===== config.mk =====
export PLATFORM = sky130hd
export DESIGN_NAME = receipt_hash_chain
export DESIGN_NICKNAME = d
export VERILOG_FILES = /design/src/rtl/thiele_receipt_pkg.sv /design/src/rtl/receipt_hash_chain.sv
export SDC_FILE = /design/constraint.sdc
export NUM_CORES = 2
export LEC_CHECK = 0
export BUFFER_PORTS_ARGS = -buffer_cell sky130_fd_sc_hd__clkbuf_2
export CORE_ASPECT_RATIO = 1.5
export CORE_MARGIN = 3
export CORE_UTILIZATION = 45
export DETAILED_ROUTE_END_ITERATION = 8
export PLACE_DENSITY = 0.8
export SETUP_SLACK_MARGIN = 0.2
export SKIP_LAST_GASP = 1
export SLEW_MARGIN = 20
export SYNTH_ARGS = -nofsm -noshare
export SYNTH_HDL_FRONTEND = slang
export SYNTH_SLANG_ARGS = --single-unit

===== constraint.sdc =====
create_clock -name clk -period 4.8 [get_ports clk]
set_input_delay 0.96 -clock clk [delete_from_list [all_inputs] [get_ports clk]]
set_output_delay 0.96 -clock clk [all_outputs]
set_load 0.1 [all_outputs]

===== src/rtl/thiele_receipt_pkg.sv =====
// Shared definitions for the receipt hash chain: FSM states, IV, round constants
// and the single-word mix function that the software harness reproduces.
package thiele_receipt_pkg;

   typedef enum logic [1:0] {IDLE, ABSORB, HALTED} state_t;

   localparam logic [31:0] K   = 32'h9E3779B9;
   localparam int          ROT = 5;

   // hi = FACEB00C ^ (i * K), packed with h7 in the top word
   function automatic logic [255:0] iv_init();
      logic [255:0] r;
      r = '0;
      for (int i = 0; i < 8; i++) begin
         r[i*32 +: 32] = 32'hFACEB00C ^ (32'(i) * K);
      end
      return r;
   endfunction

   localparam logic [255:0] IV = iv_init();

   // One absorb round: rotl(hk ^ wk, ROT) + hnext + K, all mod 2^32
   function automatic logic [31:0] mix_round(logic [31:0] hk, logic [31:0] wk,
                                             logic [31:0] hnext);
      logic [31:0] t;
      t = hk ^ wk;
      return ((t << ROT) | (t >> (32 - ROT))) + hnext + K;
   endfunction

endpackage


===== src/rtl/receipt_hash_chain.sv =====
// Folds CPU step snapshots into a 256-bit order-sensitive digest, one word per
// cycle, while accumulating a saturating mu-cost and a step count. A HALT
// snapshot freezes the receipt until clear or reset.
module receipt_hash_chain
   import thiele_receipt_pkg::*;
#(
   parameter int ROUNDS = 8,
   parameter int MU_W   = 64
) (
   input  logic            clk,
   input  logic            rst_n,
   input  logic            clear,
   input  logic            snap_valid,
   output logic            snap_ready,
   input  logic [31:0]     snap_pc,
   input  logic [31:0]     snap_cert_addr,
   input  logic [31:0]     snap_status,
   input  logic [31:0]     snap_error,
   input  logic [31:0]     snap_partition_ops,
   input  logic [31:0]     snap_mdl_ops,
   input  logic [31:0]     snap_info_gain,
   input  logic [31:0]     snap_mu_delta,
   input  logic            snap_halt,
   output logic            busy,
   output logic            done,
   output logic            halted,
   output logic [255:0]    digest,
   output logic [MU_W-1:0] mu_total,
   output logic [31:0]     step_count
);

   localparam int KW = $clog2(ROUNDS);

   state_t              state, state_nxt;
   logic [7:0][31:0]    h;
   logic [7:0][31:0]    w;
   logic [31:0]         delta_q;
   logic                halt_q;
   logic [KW-1:0]       k;
   logic                done_q;
   logic                last_round;
   logic [MU_W:0]       mu_sum;
   logic [MU_W-1:0]     mu_next;

   assign snap_ready = (state == IDLE);
   assign busy       = (state == ABSORB);
   assign halted     = (state == HALTED);
   assign done       = done_q;
   assign digest     = h;
   assign last_round = (state == ABSORB) && (k == KW'(ROUNDS - 1));

   // Saturating mu add: a carry out of MU_W bits pins the total at all-ones
   assign mu_sum  = {1'b0, mu_total} + {{(MU_W + 1 - 32){1'b0}}, delta_q};
   assign mu_next = mu_sum[MU_W] ? {MU_W{1'b1}} : mu_sum[MU_W-1:0];

   // State register
   always_ff @(posedge clk) begin
      if (!rst_n) state <= IDLE;
      else        state <= state_nxt;
   end

   // Next-state: clear overrides everything except reset
   always_comb begin
      state_nxt = state;
      case (state)
         IDLE:    if (snap_valid) state_nxt = ABSORB;
         ABSORB:  if (last_round) state_nxt = halt_q ? HALTED : IDLE;
         HALTED:  state_nxt = HALTED;
         default: state_nxt = IDLE;
      endcase
      if (clear) state_nxt = IDLE;
   end

   // Datapath: capture on handshake, one round per cycle, counters on the last round
   always_ff @(posedge clk) begin
      if (!rst_n || clear) begin
         h          <= IV;
         w          <= '0;
         delta_q    <= '0;
         halt_q     <= 1'b0;
         k          <= '0;
         done_q     <= 1'b0;
         mu_total   <= '0;
         step_count <= '0;
      end else begin
         done_q <= 1'b0;
         case (state)
            IDLE: begin
               if (snap_valid) begin
                  w       <= {step_count, snap_info_gain, snap_mdl_ops, snap_partition_ops,
                              snap_error, snap_status, snap_cert_addr, snap_pc};
                  delta_q <= snap_mu_delta;
                  halt_q  <= snap_halt;
                  k       <= '0;
               end
            end
            ABSORB: begin
               // h[k+1] is read before this edge updates it; at k=7 it wraps to the new h0
               h[k] <= mix_round(h[k], w[k], h[KW'(k + 1'b1)]);
               k    <= KW'(k + 1'b1);
               if (last_round) begin
                  step_count <= step_count + 32'd1;
                  mu_total   <= mu_next;
                  done_q     <= halt_q;
               end
            end
            default: ;
         endcase
      end
   end

endmodule


==> results.tsv <==
stage	metric	value	unit
run_status	outcome	complete, no violations	
timing	achievable-frequency	0.216	GHz
cts	hold_buffers	0	
timing	whs	0.454	ns
cts	cts_tree	done	
global_routing	grt_usage	0.313	
yosys	synth_top_family_by_area	simple AND/OR/NAND/NOR gates	
cts	clockBufferDepth	3	
placed_design	dp_hpwl	91.4	mm
yosys	synth_nets	4052	
yosys	synth_edf_count	0	
floorplanning	rows	120	
min_path	min_path_cells	2	
route	via_count	31700	
critical_path	worstSetupStartpoint	k[2]$_SDFFE_PP0P_	
cts	cts_sinks	647	
critical_path	crit_end	digest[63]$_SDFFE_PP0P_	
route	vias_per_cell	6.03	
route	routedWlPerCell	23.8	microns
placed_design	dp.cells	5103	
timing	rsz0062_at_grt	yes	
yosys	syn_inst	3693	
yosys	yosys-top-cells-area	dfxtp_1 40%, mux4_2 13%, nand2_1 10%	
critical_path	crit_slowest_cell	dfxtp_4	
floorplanning	core	71500	sq um
final_layout	nets	4639	
timing	clock_skew	0.0367	ns
yosys	synth_xor_area_frac	0.0335	
critical_path	r2r-end	digest[63]$_SDFFE_PP0P_	
floorplanning	ioPinCount	617	
critical_path	crit_type	flip-flop to flip-flop	
timing	hold_violations	0	
global_routing	antenna_found_initial	13	
yosys	yosysTopAreaCell	dfxtp_1	
global_routing	grt_pass1_wl	182	mm
floorplanning	die_h	335	microns
timing	finalCritPeriodShare	0.963	
yosys	synth_cell_type_count	73	
yosys	synth_ff_type	dfxtp_1	
route	dr.pass1.iters	8	
yosys	synth.most_common_cell	nand2_1	
final_layout	syn2layout_area_growth	23.3	%
yosys	yosysTopAreaCellShare	0.398	
critical_path	crit_path_frequent_cell	buf_4	
yosys	synth.area.mux_share	0.165	
final_layout	drive_above_1_share	0.281	
final_layout	final_cells	5256	
placed_design	port_buffers	616	
route	drtAntennaViolNets	0	
global_routing	grt_max_degree	140	
yosys	synth_seq_cells	647	
timing	tightest_slew	1.09	ns
cts	clk_pin_slew_worst_paths	0.07	ns
yosys	ys_seq_area_frac	0.398	
timing	slew_viol_final	0	
yosys	yosys.area_share.adder	0.0381	
floorplanning	die_w	226	microns
global_routing	grt_pass1_vias	29800	
route	wl	125	mm
timing	slew_headroom	0.270	
critical_path	crit_path_max_incr_delay	0.56	ns
route	drt_iter0_drc	3840	
job	drv_cap	0	
pwr	leakage	0.0160	uW
critical_path	arrival	5.18	ns
placed_design	gp_congestion	1.01	
yosys	synthesis.area	32500	sq um
critical_path	end_kind	flip-flop	
critical_path	r2r-start	k[2]$_SDFFE_PP0P_	
final_layout	register_area	13000	sq um
critical_path	crit_fanout	26	
cts	h-tree-depth	2	
yosys	syn_area_per_cell	8.81	sq um
critical_path	r2r_cells	17	
yosys	yosysWarnings	0	
yosys	ys_top_cells_by_count	872 x nand2_1, 647 x dfxtp_1, 529 x a21oi_1	
final_layout	fin_util	0.562	
cts	clk_latency	0.66	ns
yosys	async_flop_share	0	
pwr	p_per_area	310	nW/um^2
final_layout	multi_input_area	18700	sq um
cts	cts-root-buf	clkbuf_16	
yosys	synth-compound-area-share	0.157	
critical_path	reg2reg_slack	0.18	ns
critical_path	cp_cell_sequence	buf_12, buf_12, mux4_2, mux2i_1, buf_4, xor2_1, ha_1, ha_1, nand3_1, nor2_2, a21oi_4, buf_4, o211a_4, o41ai_4, xor2_1, buf_4, a211oi_1	
floorplanning	initial_core_util	0.455	
yosys	synthSimpleGateAreaFrac	0.168	
timing	finalSetupViolations	0	
cts	cts_buffers	61	
pwr	peakVddDrop	0.321	mV
min_path	hp-class	flip-flop to flip-flop	
route	drc_errors	0	
critical_path	cp.required	5.35	ns
critical_path	cp-start-kind	flip-flop	
final_layout	fill_cells	6142	
timing	min_period	4.62	ns
floorplanning	die_area	75600	sq um
global_routing	grt.overflow.total	0	
[registers in the layout, summed over array words and instances, names as in the netlist]
| name | cells |
|---|---|
| done | 1 |
| halt_q | 1 |
| step_count | 32 |
| w | 256 |
| delta_q | 32 |
| mu_total | 64 |
| k | 3 |
| digest | 256 |
| state | 2 |
[layout make-up]
cell class | instances | share of cell area
timing repair buffer | 803 | 0.124
clock inverter | 38 | 0.0104
clock buffer | 75 | 0.0414
inverter | 58 | 0.00542
sequential | 647 | 0.323
multi-input combinational | 2709 | 0.467
antenna | 11 | 0.000686
tap | 915 | 0.0285
[worst max-delay path: cells and delay by family, from the launching register on]
family	cells	cell delay (ns)
compound gates	4	0.93
xor+xnor	2	0.27
fa+ha+maj	2	0.73
buf+inv	5	1.05
flops	1	0.56
mux	2	0.59
simple gates	2	0.37
[cells by family (layout without fill, tap and decap cells)]
family / Yosys count / count (layout)
and+or+nand+nor: 1312 / 1312
AOI/OAI and AO/OA: 883 / 883
DFF: 647 / 647
buffers and inverters: 337 / 974
muxes: 294 / 294
xor gates and xnor gates: 122 / 122
adders and majority gates: 98 / 98
other: 0 / 11
[per-layer routing]
layer / up-vias / track usage / wire (microns)
met5: - / 0 / 34
met4: 4 / 0.205 / 9590
met3: 478 / 0.0659 / 11900
met2: 1929 / 0.516 / 58900
met1: 15100 / 0.368 / 44600
li1: 14200 / - / -
[placed cells by master, fill, tap and decap left out, types with 57 or more instances in the layout]
master     netlist  layout
a21oi_1        529     526
buf_4            1     150
clkbuf_16        0      67
clkbuf_2         3     616
dfxtp_1        647     644
ha_1            96      87
inv_1           57      57
mux2i_1         90      74
mux4_2         192     192
nand2_1        872     868
nand3_1         75      71
nor2_1         205     203
o211ai_1        76      76
o21ai_0        112     109
xor2_1          70      68
[stage by stage]
step | worst slack [ns] | power [uW] | area, sq um | setup TNS (ns)
final | 0.176 | 12400 | 40100 | 0
after global routing | 0.134 | 12800 | 40100 | 0
after CTS | 0.184 | 12400 | 39500 | 0
after detailed placement | -0.0464 | 7290 | 37200 | -0.260
after global placement | 0.00240 | 7270 | 37200 | 0
after floorplan | 0.233 | 6590 | 32600 | 0
[worst min-delay path by stage]
stage                               end           startpoint
floorplan           w[142]$_SDFFE_PP0P_  w[142]$_SDFFE_PP0P_
global placement     w[78]$_SDFFE_PP0P_   w[78]$_SDFFE_PP0P_
detailed placement   w[67]$_SDFFE_PP0P_   w[67]$_SDFFE_PP0P_
CTS                  w[67]$_SDFFE_PP0P_   w[67]$_SDFFE_PP0P_
global route        w[238]$_SDFFE_PP0P_  w[238]$_SDFFE_PP0P_
finish               w[55]$_SDFFE_PP0P_   w[55]$_SDFFE_PP0P_
[where the power goes]
part	switching [uW]	internal [uW]	total [uW]
Combinational	1140	688	1830
Clock	2290	2810	5100
Sequential	54.0	5440	5500
Total	3490	8940	12400
[timing repair]
| item | CTS | global route |
|---|---|---|
| resized for setup | 16 | 67 |
| setup endpoints to repair | 113 | 138 |
| setup buffers | 9 | 14 |
| gates cloned | 1 | 5 |
| pin swaps | 4 | 16 |
| endpoints found under the hold margin | 0 | 0 |
Note: power is estimated with default switching activity, not from simulation.
